--- src/rtl/aes_avalon_sequencer.sv ---
// AES peripheral sequencer: takes a key/ciphertext command from a client,
// drives the peripheral's Avalon-MM slave (key, message, START, DONE polling,
// plaintext readback, START clear) and returns the plaintext on a
// valid/ready result port. READ_LAT must be at least 1.
module aes_avalon_sequencer #(
  parameter int POLL_MAX = 1024,
  parameter int READ_LAT = 1
) (
  input  logic         CLK,
  input  logic         RESET,
  input  logic         CMD_VALID,
  output logic         CMD_READY,
  input  logic         CMD_LOAD_KEY,
  input  logic [127:0] CMD_KEY,
  input  logic [127:0] CMD_MSG,
  output logic         RES_VALID,
  input  logic         RES_READY,
  output logic [127:0] RES_DATA,
  output logic         RES_ERR,
  output logic         AVL_CS,
  output logic         AVL_READ,
  output logic         AVL_WRITE,
  output logic [3:0]   AVL_BYTE_EN,
  output logic [3:0]   AVL_ADDR,
  output logic [31:0]  AVL_WRITEDATA,
  input  logic [31:0]  AVL_READDATA
);

  localparam int LW = (READ_LAT > 1) ? $clog2(READ_LAT) : 1;
  localparam logic [LW-1:0] LAT_LAST = LW'(READ_LAT - 1);
  localparam logic [15:0] POLL_LIMIT = 16'(POLL_MAX);

  typedef enum logic [3:0] {
    S_IDLE, S_WR_KEY, S_WR_MSG, S_WR_START, S_POLL_RD, S_POLL_WAIT,
    S_RD_MSG, S_RD_WAIT, S_CLR, S_CLR_ERR, S_RESP
  } state_t;

  state_t        state, state_nxt;
  logic [1:0]    idx, idx_nxt;
  logic [LW-1:0] lat_cnt, lat_cnt_nxt;
  logic [15:0]   poll_cnt, poll_cnt_nxt;
  logic [127:0]  key, key_nxt;
  logic [127:0]  msg, msg_nxt;
  logic [127:0]  res_data_nxt;
  logic          res_err_nxt;
  logic          cs_nxt, rd_nxt, wr_nxt;
  logic [3:0]    addr_nxt;
  logic [31:0]   wdata_nxt;

  // 32-bit word i of a 128-bit block, word 0 being the most significant
  function automatic logic [31:0] word_of(input logic [127:0] v, input logic [1:0] i);
    case (i)
      2'd0:    word_of = v[127:96];
      2'd1:    word_of = v[95:64];
      2'd2:    word_of = v[63:32];
      default: word_of = v[31:0];
    endcase
  endfunction

  // Next-state logic: sequencing, word/latency/poll counters, result capture
  always_comb begin
    state_nxt    = state;
    idx_nxt      = idx;
    lat_cnt_nxt  = lat_cnt;
    poll_cnt_nxt = poll_cnt;
    key_nxt      = key;
    msg_nxt      = msg;
    res_data_nxt = RES_DATA;
    res_err_nxt  = RES_ERR;
    case (state)
      S_IDLE: begin
        if (CMD_VALID && CMD_READY) begin
          key_nxt      = CMD_KEY;
          msg_nxt      = CMD_MSG;
          poll_cnt_nxt = 16'd0;
          idx_nxt      = 2'd0;
          state_nxt    = CMD_LOAD_KEY ? S_WR_KEY : S_WR_MSG;
        end else begin
          state_nxt = S_IDLE;
        end
      end
      S_WR_KEY: begin
        if (idx == 2'd3) begin
          idx_nxt   = 2'd0;
          state_nxt = S_WR_MSG;
        end else begin
          idx_nxt = idx + 2'd1;
        end
      end
      S_WR_MSG: begin
        if (idx == 2'd3) begin
          idx_nxt   = 2'd0;
          state_nxt = S_WR_START;
        end else begin
          idx_nxt = idx + 2'd1;
        end
      end
      S_WR_START: state_nxt = S_POLL_RD;
      S_POLL_RD: begin
        poll_cnt_nxt = poll_cnt + 16'd1;
        lat_cnt_nxt  = LW'(0);
        state_nxt    = S_POLL_WAIT;
      end
      S_POLL_WAIT: begin
        if (lat_cnt == LAT_LAST) begin
          if (AVL_READDATA[0]) begin
            idx_nxt   = 2'd0;
            state_nxt = S_RD_MSG;
          end else if (poll_cnt < POLL_LIMIT) begin
            state_nxt = S_POLL_RD;
          end else begin
            state_nxt = S_CLR_ERR;
          end
        end else begin
          lat_cnt_nxt = lat_cnt + LW'(1);
        end
      end
      S_RD_MSG: begin
        lat_cnt_nxt = LW'(0);
        state_nxt   = S_RD_WAIT;
      end
      S_RD_WAIT: begin
        if (lat_cnt == LAT_LAST) begin
          case (idx)
            2'd0:    res_data_nxt[127:96] = AVL_READDATA;
            2'd1:    res_data_nxt[95:64]  = AVL_READDATA;
            2'd2:    res_data_nxt[63:32]  = AVL_READDATA;
            default: res_data_nxt[31:0]   = AVL_READDATA;
          endcase
          if (idx == 2'd3) begin
            state_nxt = S_CLR;
          end else begin
            idx_nxt   = idx + 2'd1;
            state_nxt = S_RD_MSG;
          end
        end else begin
          lat_cnt_nxt = lat_cnt + LW'(1);
        end
      end
      S_CLR: begin
        res_err_nxt = 1'b0;
        state_nxt   = S_RESP;
      end
      S_CLR_ERR: begin
        res_err_nxt  = 1'b1;
        res_data_nxt = 128'd0;
        state_nxt    = S_RESP;
      end
      S_RESP: begin
        if (RES_READY) begin
          state_nxt = S_IDLE;
        end else begin
          state_nxt = S_RESP;
        end
      end
      default: state_nxt = S_IDLE;
    endcase
  end

  // Bus cycle for the upcoming state, so the registered strobes line up with it
  always_comb begin
    cs_nxt    = 1'b0;
    rd_nxt    = 1'b0;
    wr_nxt    = 1'b0;
    addr_nxt  = 4'd0;
    wdata_nxt = 32'd0;
    case (state_nxt)
      S_WR_KEY: begin
        cs_nxt    = 1'b1;
        wr_nxt    = 1'b1;
        addr_nxt  = {2'b00, idx_nxt};
        wdata_nxt = word_of(key_nxt, idx_nxt);
      end
      S_WR_MSG: begin
        cs_nxt    = 1'b1;
        wr_nxt    = 1'b1;
        addr_nxt  = {2'b01, idx_nxt};
        wdata_nxt = word_of(msg_nxt, idx_nxt);
      end
      S_WR_START: begin
        cs_nxt    = 1'b1;
        wr_nxt    = 1'b1;
        addr_nxt  = 4'd14;
        wdata_nxt = 32'd1;
      end
      S_POLL_RD: begin
        cs_nxt   = 1'b1;
        rd_nxt   = 1'b1;
        addr_nxt = 4'd15;
      end
      S_RD_MSG: begin
        cs_nxt   = 1'b1;
        rd_nxt   = 1'b1;
        addr_nxt = {2'b10, idx_nxt};
      end
      S_CLR, S_CLR_ERR: begin
        cs_nxt    = 1'b1;
        wr_nxt    = 1'b1;
        addr_nxt  = 4'd14;
        wdata_nxt = 32'd0;
      end
      default: begin
        cs_nxt = 1'b0;
      end
    endcase
  end

  // State, datapath and registered outputs; reset idles the bus immediately
  always_ff @(posedge CLK) begin
    if (RESET) begin
      state         <= S_IDLE;
      idx           <= 2'd0;
      lat_cnt       <= LW'(0);
      poll_cnt      <= 16'd0;
      key           <= 128'd0;
      msg           <= 128'd0;
      CMD_READY     <= 1'b0;
      RES_VALID     <= 1'b0;
      RES_DATA      <= 128'd0;
      RES_ERR       <= 1'b0;
      AVL_CS        <= 1'b0;
      AVL_READ      <= 1'b0;
      AVL_WRITE     <= 1'b0;
      AVL_BYTE_EN   <= 4'b0000;
      AVL_ADDR      <= 4'd0;
      AVL_WRITEDATA <= 32'd0;
    end else begin
      state         <= state_nxt;
      idx           <= idx_nxt;
      lat_cnt       <= lat_cnt_nxt;
      poll_cnt      <= poll_cnt_nxt;
      key           <= key_nxt;
      msg           <= msg_nxt;
      CMD_READY     <= (state_nxt == S_IDLE);
      RES_VALID     <= (state_nxt == S_RESP);
      RES_DATA      <= res_data_nxt;
      RES_ERR       <= res_err_nxt;
      AVL_CS        <= cs_nxt;
      AVL_READ      <= rd_nxt;
      AVL_WRITE     <= wr_nxt;
      AVL_BYTE_EN   <= cs_nxt ? 4'b1111 : 4'b0000;
      AVL_ADDR      <= addr_nxt;
      AVL_WRITEDATA <= wdata_nxt;
    end
  end

endmodule
--- config.mk ---
export PLATFORM = sky130hd
export DESIGN_NAME = aes_avalon_sequencer
export DESIGN_NICKNAME = d
export VERILOG_FILES = /design/src/rtl/aes_avalon_sequencer.sv
export SDC_FILE = /design/constraint.sdc
export NUM_CORES = 1
export LEC_CHECK = 0
export ABC_CLOCK_PERIOD_IN_PS = 3100
export CAP_MARGIN = 20
export CORE_UTILIZATION = 24
export DETAILED_ROUTE_END_ITERATION = 8
export PLACE_DENSITY_LB_ADDON = 0.15
export RECOVER_POWER = 25
export SLEW_MARGIN = 5
export SYNTH_ARGS = -nofsm -noshare
export SYNTH_HDL_FRONTEND = slang
export SYNTH_SLANG_ARGS = --single-unit
--- constraint.sdc ---
create_clock -name CLK -period 3.1 [get_ports CLK]
set_input_delay 0.31 -clock CLK [delete_from_list [all_inputs] [get_ports CLK]]
set_output_delay 0.31 -clock CLK [all_outputs]
set_load 0.01 [all_outputs]
==> impl_metrics.yaml <==
clock_tree:
  clockBufferDepth: 3
  cts_root_buffer: "clkbuf_16"
  insertion_delay_ns: 0.60
  cts_sinks: 448
  path_clk_slew_ns: 0.06
  cts_tree: "yes"
  htree_levels: 2
  cts_made_buffers: 52
detailed_routing:
  routed_wl_um: 72800
  drc: 0
  drt_iter0_drc: 1008
  num_vias: 17383
  postRouteAntennaNets: 0
  wl_per_cell_um: 19.1
  vias_per_cell: 4.57
  firstDrtPassIters: 5
synthesis:
  yosysSeqAreaShare: 0.486
  synthTopCellsByArea: "dfxtp_1 (49%), nand2_1 (16%), a21oi_1 (11%), mux2i_1 (10%), clkbuf_1 (2.4%)"
  ys.flop_type: "dfxtp_1"
  synth_commonest_cells: "nand2_1 (790), dfxtp_1 (448), a21oi_1 (417)"
  synthCells: 2316
  syn_area_per_cell_um2: 7.97
  yosysTopAreaCell: "dfxtp_1"
  synth_enable_flop_cells: 0
  ys_types: 50
  syn-cell-area_um2: 18500
  synth_most_common_cell: "nand2_1"
  synth-seq-cells: 448
  synth_top_area_share: 0.486
  synth_nets: 2614
  async_reset_ff_frac: 0
  yosysWarnings: 0
timing:
  fmax_mhz: 347
  hold_viol: 0
  period_share: 0.930
  setup_viol: 0
  skew_ns: 0.0198
  hold_slack_ns: 0.258
  slew_headroom: 0.308
  fin_crit_ns: 2.88
  finalSetupTns_ns: 0
  worst_pin_slew_ns: 1.04
  rsz0062_at_grt: "false"
  drv_slew: 0
setup_path:
  end_kind: "flip-flop"
  start_kind: "flip-flop"
  reg2reg_slack_ns: 0.22
  critPathRequiredTime_ns: 3.55
  arrival_ns: 3.33
  crit_type: "reg -> reg"
  ff2ff_path_depth: 11
  crit_fanout: 30
floorplanning:
  die-area_um2: 78100
  die_h_um: 279
  core_area_um2: 76100
  initial_core_util: 0.243
  die_w_um: 279
  io_pins: 467
  num_rows: 101
global_route:
  gr-total-overflow: 0
  gr-usage-all-layers: 0.180
  grt_max_degree: 183
  grt_pass1_vias: 17370
  grt_pass1_wl_um: 107000
  antenna_found_initial: 13
power:
  p_per_area_nw_per_um2: 566
  pwr-share-clk: 0.411
  max-vdd-ir-drop_uv: 329
  p_leak_uw: 0.0101
  p_switching_uw: 4010
  swShare: 0.270
  seqPwrFrac: 0.416
  p_comb_frac: 0.173
  p_int_uw: 10800
layout:
  final_area_um2: 26200
  drive_gt1_frac: 0.0653
  syn_to_final_growth_pct: 42.0
  fin_nets: 3033
outcome:
  status: "complete, no violations"
placed_design:
  dp_hpwl_um: 52900
  port-buffer-count: 466
  dpl_cell_area_um2: 24500
  place_congestion: 0.821
worst_hold_path:
  hold_path.class: "in -> reg"
  min_path_cells: 3
flow_run:
  cap_violations: 0
==> power by group through the flow <==
stage               Sequential [uW]  Combinational (uW)  Clock [uW]
floorplan                      6260                1380           0
global placement               6310                2590           0
detailed placement             6310                2600           0
CTS                            6190                2610        6310
global route                   6210                2790        6540
finish                         6180                2560        6110
==> cells in the final DEF (no fill, tap or decap), drive strengths merged, types with 2 or more instances in the layout <==
cell and instances:
o21ai 77, nand2b 6, bufinv 2, dfxtp 448, diode 5, clkdlybuf4s50 312, or2 2, mux2 3
dlygate4sd3 154, inv 12, a21oi 417, nand3 17, a311oi 2, nor2b 5, mux2i 189, nand4 4
ha 5, clkinv 6, nor2 43, nand2 790, nand3b 2, a22oi 2, a21boi 28, a21o 3
a31oi 3, and3 5, and2 4, o21a 5, nor3 7, clkbuf 80, buf 87, o32ai 2
or3 2, o22ai 31
==> routing by layer <==
layer / share of wire / track usage / routed length, um
met5: 0.0016 / 0 / 118
met4: 0.023 / 0.0489 / 1690
met3: 0.074 / 0.0530 / 5360
met2: 0.50 / 0.323 / 36500
met1: 0.40 / 0.206 / 29100
==> timing repair <==
| item | CTS | global route |
|---|---|---|
| hold endpoints to repair | 7 | 0 |
| hold buffers | 1 | 0 |
| resized for setup | 1 | 2 |
| cloned | 0 | 0 |
| setup buffers | 0 | 2 |
| endpoints found under the setup margin | 1 | 7 |
==> logic make-up (layout without fill, tap and decap cells) <==
family | Yosys count | in the layout | share of synthesized area
AOI/OAI and AO/OA | 579 | 579 | 0.168
xor gates and xnor gates | 1 | 1 | 0.000474
adders and majority gates | 5 | 5 | 0.00339
buffers and inverters | 198 | 653 | 0.0488
DFF | 448 | 448 | 0.486
muxes | 192 | 192 | 0.104
other | 0 | 5 | 0
and+or+nand+nor | 893 | 893 | 0.189
==> worst max-delay path, stage by stage (launching register included) <==
cell and delay [ns]:
dfxtp_1 0.38, inv_1 0.11, ha_1 0.32, nor3b_1 0.14
a31oi_1 0.17, o21ai_0 0.16, a21oi_4 0.21, buf_12 0.28
buf_12 0.25, mux2i_1 0.10, a21boi_0 0.43, o22ai_1 0.13
==> sequential cells by signal, indices dropped and copies added (netlist names), 2 cells and up <==
name,cells
key,128
msg,128
AVL_ADDR,4
AVL_WRITEDATA,32
poll_cnt,16
RES_DATA,128
idx,2
state,4
==> final timing paths <==
path | start | end
setup / recovery | idx[0] | AVL_WRITEDATA[6]
hold / removal | CMD_KEY[73] | key[73]
setup reg to reg | idx[0] | AVL_WRITEDATA[6]
hold reg to reg | RES_DATA[94] | RES_DATA[94]
==> metrics by stage <==
stage | total power, uW | worst slack, ns | util | instances
after global placement | 8900 | -0.317 | 0.322 | 3708
after floorplan | 7640 | 0.858 | - | 2316
after detailed placement | 8910 | -0.352 | 0.322 | 3708
after CTS | 15100 | 0.0678 | 0.344 | 3799
after global routing | 15500 | 0.0162 | 0.345 | 3801
final | 14800 | 0.216 | 0.345 | 3806
==> layout make-up <==
cell class	instances	area, um2
antenna	5	12.5
clock buffer	80	1580
clock inverter	10	111
fill	8027	49800
inverter	10	37.5
multi-input combinational	1670	8650
sequential	448	8970
tap	1030	1290
timing repair buffer	553	5590
No activity file was read; power rests on OpenSTA's default activity.
